**config.mk**
```make
export PLATFORM = sky130hd
export DESIGN_NAME = bus_arbiter
export DESIGN_NICKNAME = d
export VERILOG_FILES = /design/src/rtl/bus_pkg.sv /design/src/rtl/bus_rr_pick.sv /design/src/rtl/bus_arbiter.sv
export SDC_FILE = /design/constraint.sdc
export NUM_CORES = 1
export LEC_CHECK = 0
export ABC_AREA = 1
export CAP_MARGIN = 20
export CORE_AREA = 2 2 132 134
export CTS_CLUSTER_SIZE = 8
export DETAILED_ROUTE_END_ITERATION = 8
export DIE_AREA = 0 0 134 136
export GPL_TIMING_DRIVEN = 0
export REMOVE_ABC_BUFFERS = 1
export SLEW_MARGIN = 40
export SYNTH_ARGS = -nofsm -noshare
export SYNTH_HDL_FRONTEND = slang
export SYNTH_HIERARCHICAL = 1
export SYNTH_SLANG_ARGS = --single-unit
```
**constraint.sdc**
```tcl
create_clock -name clk -period 1.89 [get_ports clk]
set_clock_uncertainty 0.2 [all_clocks]
set_input_delay 0.2835 -clock clk [delete_from_list [all_inputs] [get_ports clk]]
set_output_delay 0.2835 -clock clk [all_outputs]
set_load 0.03 [all_outputs]
```
**src/rtl/bus_pkg.sv**
```systemverilog
// -----------------------------------------------------------------------------
// bus_pkg
// Shared types and constants for the peripheral-bus arbiter.
//   arb_state_t : arbiter FSM state (IDLE, BUSY)
//   BUS_ADDR_W  : default bus address width
//   BUS_DATA_W  : default bus data width
//   SPART_BASE  : base address of the SPART peripheral on this bus
// -----------------------------------------------------------------------------
package bus_pkg;

   typedef enum logic [0:0] {
      IDLE = 1'b0,
      BUSY = 1'b1
   } arb_state_t;

   localparam int BUS_ADDR_W = 32;
   localparam int BUS_DATA_W = 32;

   localparam logic [31:0] SPART_BASE = 32'h0000_001C;

endpackage : bus_pkg

```
**src/rtl/bus_rr_pick.sv**
```systemverilog
// -----------------------------------------------------------------------------
// bus_rr_pick
// Combinational rotate-priority picker. Searches the request vector upward
// starting at ptr_i+1 (wrapping modulo N) and returns the first requester.
// Ports:
//   req_i  in  N    request vector
//   ptr_i  in  PW   index of the previous winner
//   gnt_o  out N    one-hot winner (zero when no request)
//   idx_o  out PW   index of the winner (zero when no request)
//   any_o  out 1    at least one request present
// -----------------------------------------------------------------------------
module bus_rr_pick #(
   parameter int N  = 3,
   parameter int PW = 2
) (
   input  logic [N-1:0]  req_i,
   input  logic [PW-1:0] ptr_i,
   output logic [N-1:0]  gnt_o,
   output logic [PW-1:0] idx_o,
   output logic          any_o
);

   // Rotating first-one search, the previous winner being checked last.
   always_comb begin
      logic          found;
      logic [PW-1:0] cand;
      found = 1'b0;
      cand  = '0;
      gnt_o = '0;
      idx_o = '0;
      for (int k = 1; k <= N; k++) begin
         cand = PW'((int'(ptr_i) + k) % N);
         if (!found && req_i[cand]) begin
            found        = 1'b1;
            gnt_o[cand]  = 1'b1;
            idx_o        = cand;
         end else begin
            found = found;
         end
      end
      any_o = |req_i;
   end

endmodule : bus_rr_pick

```
**src/rtl/bus_arbiter.sv**
```systemverilog
// -----------------------------------------------------------------------------
// bus_arbiter
// Round-robin arbiter sharing one memory-mapped peripheral bus between
// NUM_MASTERS requesters. One master is granted at a time; its strobes,
// address and write data are muxed onto the slave bus, and ack/rdata are
// routed back. The bus is released on ack, on a read+write protocol error,
// or when the granted master withdraws its request.
//
// Optional feature macro: BUS_ARB_TIMEOUT_EN
//   When defined, a BUSY cycle counter aborts a transfer with m_err_o after
//   TIMEOUT_CYCLES cycles without s_ack_i. When undefined, BUSY waits forever.
//
// Ports:
//   clk, rst     clock / asynchronous active-high reset
//   m_read_i     per-master read request (held until ack)
//   m_write_i    per-master write request (held until ack)
//   m_addr_i     packed per-master address, master i at [i*ADDR_W +: ADDR_W]
//   m_wdata_i    packed per-master write data, same packing
//   m_gnt_o      registered one-hot grant
//   m_ack_o      one-cycle ack to the granted master
//   m_err_o      one-cycle error to the granted master
//   m_rdata_o    slave read data, valid with m_ack_o
//   s_read_o     slave read strobe
//   s_write_o    slave write strobe
//   s_addr_o     slave address
//   s_wdata_o    slave write data
//   s_rdata_i    slave read data
//   s_ack_i      slave completion pulse
// -----------------------------------------------------------------------------
module bus_arbiter
   import bus_pkg::*;
#(
   parameter int NUM_MASTERS    = 3,
   parameter int ADDR_W         = BUS_ADDR_W,
   parameter int DATA_W         = BUS_DATA_W,
   parameter int TIMEOUT_CYCLES = 255
) (
   input  logic                          clk,
   input  logic                          rst,
   input  logic [NUM_MASTERS-1:0]        m_read_i,
   input  logic [NUM_MASTERS-1:0]        m_write_i,
   input  logic [NUM_MASTERS*ADDR_W-1:0] m_addr_i,
   input  logic [NUM_MASTERS*DATA_W-1:0] m_wdata_i,
   output logic [NUM_MASTERS-1:0]        m_gnt_o,
   output logic [NUM_MASTERS-1:0]        m_ack_o,
   output logic [NUM_MASTERS-1:0]        m_err_o,
   output logic [DATA_W-1:0]             m_rdata_o,
   output logic                          s_read_o,
   output logic                          s_write_o,
   output logic [ADDR_W-1:0]             s_addr_o,
   output logic [DATA_W-1:0]             s_wdata_o,
   input  logic [DATA_W-1:0]             s_rdata_i,
   input  logic                          s_ack_i
);

   localparam int PTR_W = (NUM_MASTERS > 1) ? $clog2(NUM_MASTERS) : 1;

   arb_state_t             state_q, state_d;
   logic [NUM_MASTERS-1:0] gnt_q, gnt_d;
   logic [PTR_W-1:0]       ptr_q, ptr_d;

   logic [NUM_MASTERS-1:0] req_s;
   logic [NUM_MASTERS-1:0] pick_gnt_s;
   logic [PTR_W-1:0]       pick_idx_s;
   logic                   pick_any_s;

   logic                   sel_read_s;
   logic                   sel_write_s;
   logic [ADDR_W-1:0]      sel_addr_s;
   logic [DATA_W-1:0]      sel_wdata_s;

   logic                   busy_s;
   logic                   dropped_s;
   logic                   proto_err_s;
   logic                   timeout_s;
   logic                   ack_ok_s;
   logic                   err_s;

   assign req_s = m_read_i | m_write_i;

   bus_rr_pick #(
      .N  (NUM_MASTERS),
      .PW (PTR_W)
   ) u_pick (
      .req_i (req_s),
      .ptr_i (ptr_q),
      .gnt_o (pick_gnt_s),
      .idx_o (pick_idx_s),
      .any_o (pick_any_s)
   );

   // AND-OR mux of the granted master's request; all zero when nobody is granted.
   always_comb begin
      sel_read_s  = |(m_read_i & gnt_q);
      sel_write_s = |(m_write_i & gnt_q);
      sel_addr_s  = '0;
      sel_wdata_s = '0;
      for (int i = 0; i < NUM_MASTERS; i++) begin
         if (gnt_q[i]) begin
            sel_addr_s  = sel_addr_s  | m_addr_i[i*ADDR_W +: ADDR_W];
            sel_wdata_s = sel_wdata_s | m_wdata_i[i*DATA_W +: DATA_W];
         end else begin
            sel_addr_s  = sel_addr_s;
            sel_wdata_s = sel_wdata_s;
         end
      end
   end

`ifdef BUS_ARB_TIMEOUT_EN
   localparam int CNT_W = $clog2(TIMEOUT_CYCLES + 1);

   logic [CNT_W-1:0] cnt_q, cnt_d;

   // BUSY cycle counter, cleared whenever a new grant is issued.
   always_comb begin
      cnt_d = cnt_q;
      if (state_q == IDLE) begin
         cnt_d = '0;
      end else if (cnt_q != CNT_W'(TIMEOUT_CYCLES)) begin
         cnt_d = cnt_q + CNT_W'(1);
      end else begin
         cnt_d = cnt_q;
      end
   end

   // Timeout counter register.
   always_ff @(posedge clk or posedge rst) begin
      if (rst) begin
         cnt_q <= '0;
      end else begin
         cnt_q <= cnt_d;
      end
   end

   // A same-cycle slave ack overrides the timeout.
   assign timeout_s = busy_s && (cnt_q == CNT_W'(TIMEOUT_CYCLES)) && !s_ack_i;
`else
   assign timeout_s = 1'b0;
`endif

   // Transfer outcome qualifiers; a withdrawn request ends the transfer silently.
   always_comb begin
      busy_s      = (state_q == BUSY);
      dropped_s   = busy_s && !(sel_read_s || sel_write_s);
      proto_err_s = busy_s && sel_read_s && sel_write_s;
      ack_ok_s    = busy_s && !dropped_s && !proto_err_s && s_ack_i;
      err_s       = busy_s && !dropped_s && (proto_err_s || timeout_s);
   end

   // Slave-side and master-side outputs.
   always_comb begin
      s_read_o  = sel_read_s  && !proto_err_s && !timeout_s;
      s_write_o = sel_write_s && !proto_err_s && !timeout_s;
      s_addr_o  = sel_addr_s;
      s_wdata_o = sel_wdata_s;
      m_gnt_o   = gnt_q;
      m_ack_o   = gnt_q & {NUM_MASTERS{ack_ok_s}};
      m_err_o   = gnt_q & {NUM_MASTERS{err_s}};
      if (ack_ok_s) begin
         m_rdata_o = s_rdata_i;
      end else begin
         m_rdata_o = '0;
      end
   end

   // Arbiter next-state logic.
   always_comb begin
      state_d = state_q;
      gnt_d   = gnt_q;
      ptr_d   = ptr_q;
      case (state_q)
         IDLE: begin
            if (pick_any_s) begin
               state_d = BUSY;
               gnt_d   = pick_gnt_s;
               ptr_d   = pick_idx_s;
            end else begin
               gnt_d   = '0;
            end
         end
         BUSY: begin
            if (dropped_s || proto_err_s || ack_ok_s || timeout_s) begin
               state_d = IDLE;
               gnt_d   = '0;
            end else begin
               state_d = BUSY;
            end
         end
         default: begin
            state_d = IDLE;
            gnt_d   = '0;
         end
      endcase
   end

   // State, grant and round-robin pointer registers.
   always_ff @(posedge clk or posedge rst) begin
      if (rst) begin
         state_q <= IDLE;
         gnt_q   <= '0;
         ptr_q   <= PTR_W'(NUM_MASTERS - 1);
      end else begin
         state_q <= state_d;
         gnt_q   <= gnt_d;
         ptr_q   <= ptr_d;
      end
   end

endmodule : bus_arbiter

```
# Yosys cells after proc, flatten, opt, wreduce, memory -nomap -nowiden
# Index checks and enable logic that the tools add are counted.
[totals]
regBits = 6
input_bits = 233
output_inout_bits = 107
wordCells = 87
[op_classes]
add_sub_neg = 3
div = 3
n_lt_le_gt_ge = 6
eq_ne = 1
n_mux = 33
bitwise_logic = 12
reduce_logical = 26
[op_table]
columns = ["operator", "count"]
rows = [
  ["2-to-1 mux 32 bit", 7],
  ["OR 32 bit", 4],
  ["remainder unit 32 x 3 -> 32 bit, second input constant", 3],
  ["2-to-1 mux 3 bit", 5],
  ["logical AND 1 bit", 14],
  ["bitwise AND 3 bit", 4],
  ["2-to-1 mux 1 bit", 10],
  ["< comparator 2 x 3 -> 1 bit, second input constant", 3],
  ["OR 3 bit", 3],
  ["OR reduction 3 bit", 3],
  ["adder 2 x 2 -> 3 bit, second input constant", 2],
  ["binary-select mux 1 bit (select 2 bit)", 3],
  ["demux 1 bit (select 2 bit)", 3],
  [">= comparator 2 x 1 -> 1 bit, second input constant", 3],
  ["2-to-1 mux 2 bit", 3],
  ["one-hot mux 3 bit (2 select lines)", 1],
  ["logical NOT 1 bit", 5],
  ["adder 2 x 1 -> 3 bit, second input constant", 1],
  ["logical OR 1 bit", 3],
  ["!= test 2 x 1 -> 1 bit, second input constant", 1],
  ["one-hot mux 1 bit (2 select lines)", 1],
  ["AND reduction 2 bit", 1],
  ["NOT 1 bit", 1],
]

# Depth between registers and ports, before layout
[logic_depth]
word_depth = 13
depth_mapped = 13
mapped_depth_nobuf = 13

# Cells and area by module
# The synthesis kept the hierarchy.
[by_module_without_submodules]
columns = ["module", "n_inst", "cells_each", "area_each_um2", "seq_area_each_um2"]
rows = [
  ["bus_arbiter", 1, 400, 1774.2, 151.4],
  ["bus_rr_pick", 1, 55, 284.0, 0.0],
]

# Worst setup path after synthesis
# OpenSTA, ideal clock, no wires.
[synth_timing]
path_kind = "register to output"
from = "reg gnt_q[1], in the netlist m_gnt_o[1]"
to = "out m_rdata_o[10]"
arrival_time_ns = 1.598
t_required_ns = 1.406
setup_slack_ns = -0.192
stages_incl_launch_ff = 8
n_path_buf = 1
path_cell_list = "dfrtp_1 nand2_1 nand3_2 nor2_1 nor2_1 nand2_2 buf_4 nor2_1"
[synth_via]
elab_chain_len = 10
word_cells_on_any_way = 15
classes_between = "mux: 1; bitwise: 2; reduce/logical: 12"
[synth_lines]
columns = ["element", "line_no", "rtl"]
rows = [
  ["from (decl)", "bus_arbiter.sv:59", "logic [NUM_MASTERS-1:0] gnt_q, gnt_d;"],
  ["from (signal assigned)", "bus_arbiter.sv:204", "gnt_q <= gnt_d;"],
  ["bitwise AND 3 bit, on equally long branches", "bus_arbiter.sv:94, bus_arbiter.sv:95", ""],
  ["OR reduction 3 bit, on equally long branches", "bus_arbiter.sv:94, bus_arbiter.sv:95", ""],
  ["logical OR 1 bit", "bus_arbiter.sv:144", "dropped_s = busy_s && !(sel_read_s || sel_write_s);"],
  ["logical NOT 1 bit", "bus_arbiter.sv:144", ""],
  ["logical AND 1 bit", "bus_arbiter.sv:144", ""],
  ["logical NOT 1 bit", "bus_arbiter.sv:146", "ack_ok_s = busy_s && !dropped_s && !proto_err_s && s_ack_i;"],
  ["logical AND 1 bit", "bus_arbiter.sv:146", ""],
  ["logical AND 1 bit (*) (2 in series)", "bus_arbiter.sv:146", ""],
  ["2-to-1 mux 32 bit (*)", "bus_arbiter.sv:159", "if (ack_ok_s) begin"],
  ["to (decl)", "bus_arbiter.sv:47", "output logic [DATA_W-1:0] m_rdata_o,"],
]
# Mark *: on every way between the ends. The rest lies on a longest branch, timed or not.

# Worst setup path in the final report
[layout_timing]
from = "reg gnt_q[1], in the netlist m_gnt_o[1]"
to = "out m_ack_o[0]"
[layout_via]
elab_chain_len = 10
word_cells_on_any_way = 15
classes_between = "bitwise: 3; reduce/logical: 12"
[layout_lines]
columns = ["element", "line_no", "rtl"]
rows = [
  ["bitwise AND 3 bit, on equally long branches", "bus_arbiter.sv:94, bus_arbiter.sv:95", ""],
  ["OR reduction 3 bit, on equally long branches", "bus_arbiter.sv:94, bus_arbiter.sv:95", ""],
  ["logical OR 1 bit", "bus_arbiter.sv:144", ""],
  ["logical NOT 1 bit", "bus_arbiter.sv:144", ""],
  ["logical AND 1 bit", "bus_arbiter.sv:144", ""],
  ["logical NOT 1 bit", "bus_arbiter.sv:146", ""],
  ["logical AND 1 bit", "bus_arbiter.sv:146", ""],
  ["logical AND 1 bit (*) (2 in series)", "bus_arbiter.sv:146", ""],
  ["bitwise AND 3 bit (*)", "bus_arbiter.sv:157", "m_ack_o = gnt_q & {NUM_MASTERS{ack_ok_s}};"],
  ["to (decl)", "bus_arbiter.sv:45", "output logic [NUM_MASTERS-1:0] m_ack_o,"],
]
# Marks and branches as above.

==> run summary <==
Cell area after synthesis: 2058 um2
Area growth syn-to-layout: 268.1%
Post-synthesis cell count: 455
Largest net degree at the start of global routing: 24
Vias in the first global route: 3857
CTS tree: built
Global-route usage over all layers: 0.1607
Max-slew violation count: 0
Flop2flop setup slack: 50 ps
Fillcell total: 1665
Fin cells: 1076
Global-route wire length before repair: 22520 um
Hold crit path type: input pin to asynchronous set/reset pin
Clk sinks: 6
Hold WS: 73.43 ps
Initial core utilization: 0.1220
Multi-input gate area in the final layout: 2395 um2
Clock-pin slew on the worst setup and hold paths: 40 ps
Avg Cell Area, Syn: 4.524 um2
Wire per inst: 16.78 um
Nets: 1089
Grt ovf: 0
Ports: 340
Min Tclk post-route: 2243 ps
Inst Count DP: 998
Final setup fails: 91
Setup ws final: -352.7 ps
Die Y: 136 um
Num CTS Buffers: 3
Crit path capture type: primary output
GPL Wtd Cong: 0.8281
Total Wirelength: 18050 um
Post-synthesis register bit count: 6
Worst skew pair latency: 230 ps
Worst EP arrival: 1760 ps
Via count: 4349
Final hold vios: 0
Post-synthesis cell type count: 21
Slew headroom: 0.8038
Crit path launch type: flip-flop
Final worst-path cycle share: 1.187
First drt pass iteration count: 6
Final Core Density: 0.4489
Slew @ Worst Pin: 293.3 ps
Die area: 18220 um2
Fmax: 445.9 MHz
Core area: 16880 um2
Seq/Total Area, Yosys: 0.07356
CTS Buffer Depth: 2
Violated checks: negative setup slack
Vias/cell: 4.042
Worst Path Required: 1410 ps
Worst Path Max Fanout: 6
Critical path class: flip-flop to primary output
Max-cap violations: 0
Drc violations: 0
Antenna diodes: 0
Leakage: 0.003714 uW
Count of buffers from port buffering: 339
Flip-flop and latch area: 162.7 um2
Detail Route Antenna Nets: 0
Tot Pwr: 7737 uW
Pwr Density: 1021 nW/um2
Run status: finished, violations left
Antenna violations before repair: 0
Hpwl dp: 10580 um
Peak supply drop: 0.0007838 V
Clock root buffer: clkbuf_16
Row count: 48
DRT iter0 DRCs: 115
RSZ-0062 raised after global routing: true
YS warnings: 6
Die X-Extent: 134 um
H-tree depth: 1
Layout cell share with drive strength beyond 1: 0.4054
-- critical path, cell delays in order, from the launching register on --
cell,delay (ps)
dfrtp_4,450
buf_16,130
nand2_4,50
nand3_4,110
nor2_4,60
nor2_4,210
buf_6,170
nand2_8,80
nor2_1,100
buf_4,170
-- cell usage after synthesis --
cell type,count,share of area
nand2_1,229,0.42
nand3_1,74,0.18
nor2_1,47,0.086
inv_1,46,0.084
buf_2,8,0.019
clkbuf_1,7,0.013
buf_1,6,0.011
dfrtp_1,5,0.061
ha_1,4,0.024
inv_2,4,0.0073
nand3_2,4,0.019
or2_2,4,0.012
buf_4,3,0.011
nand4_1,3,0.0091
o21ai_1,3,0.0073
a21boi_0,2,0.0073
nand2_2,2,0.0061
dfstp_2,1,0.013
nand2_4,1,0.0055
nor3_1,1,0.0024
o21ai_2,1,0.0043
-- report_power, final --
part / internal, uW / switching (uW) / leakage [uW]
Sequential: 200 / 75.8 / 0.0000696
Combinational: 3250 / 3860 / 0.00361
Clock: 280 / 73.5 / 0.0000382
Total: 3730 / 4010 / 0.00371
-- area by class of cell --
cell class / count / share of cell area
sequential: 6 / 0.02147
clock buffer: 4 / 0.01040
multi-input combinational: 381 / 0.3161
inverter: 50 / 0.02510
timing repair buffer: 410 / 0.5898
tap: 225 / 0.03716
-- placed cells by master, fill, tap and decap left out --
cell type          n
dlymetal6s2s_1     3
inv_2              4
dfrtp_1            2
dfrtp_4            3
ha_4               1
buf_2              1
nand3_2           40
nand3_4            4
clkdlybuf4s15_2   12
clkbuf_16          9
ha_1               2
nand3_1           34
nor2_1            22
bufbuf_16          1
nand2_8            5
clkbuf_2           6
a21boi_0           2
dfstp_2            1
clkdlybuf4s50_1  229
buf_6             93
buf_4             37
clkbuf_4           2
nand2_2           44
buf_8              3
nor2_4            12
nand2_4           28
clkbuf_1           1
buf_12             9
nor3_1             1
buf_16             8
nor2_2            13
o21ai_1            1
o21ai_2            3
inv_4              1
nand4_1            3
nand2_1          161
inv_1             45
or2_2              4
ha_2               1
-- through the flow --
step           instance area (um2)  TNS (ps)  setup slack, ps
2_1_floorplan                 1947    -81410            -1292
3_3_place_gp                  5622   -224900            -2726
4_1_cts                       6304    -25980           -369.8
6_report                      7576    -17360           -352.7
5_1_grt                       7576    -22690           -427.0
3_5_place_dp                  5693    -67850            -1284
-- cells by family (layout without fill, tap and decap cells) --
| family | Yosys count | in the layout | synth area share |
|---|---|---|---|
| AOI/OAI and AO/OA | 6 | 6 | 0.01884 |
| adders and majority gates | 4 | 4 | 0.02432 |
| buffers and inverters | 74 | 464 | 0.1453 |
| DFF | 6 | 6 | 0.07356 |
| and+or+nand+nor | 365 | 371 | 0.7380 |
-- path summary, 6_finish.rpt --
kind                       startpoint          to  cells after the start
setup / recovery           m_gnt_o[1]  m_ack_o[0]                      9
hold / removal                    rst      busy_s                      2
setup reg to reg             ptr_q[1]  m_gnt_o[1]                     12
hold reg to reg              ptr_q[1]    ptr_q[1]                      2
max in group asynchronous         rst    ptr_q[1]                      2
min in group clk             ptr_q[1]    ptr_q[1]                      2
-- metal layers --
layer | wire length [um] | GRT usage
met5 | 0 | 0
met4 | 229 | 0.01537
met3 | 1248 | 0.02946
met2 | 9139 | 0.2974
met1 | 7437 | 0.2001
-- repair_timing --
item,CTS,global route
setup endpoints to repair,110,110
resized for setup,420,498
hold buffers,0,0
buffers inserted,15,39
pin swaps,9,29
cloned,13,9
-- sequential cells by signal, indices dropped and copies added, names as in the netlist --
name / cells
busy_s: 1
ptr_q: 2
m_gnt_o: 3
No activity file was read; power rests on OpenSTA's default activity.
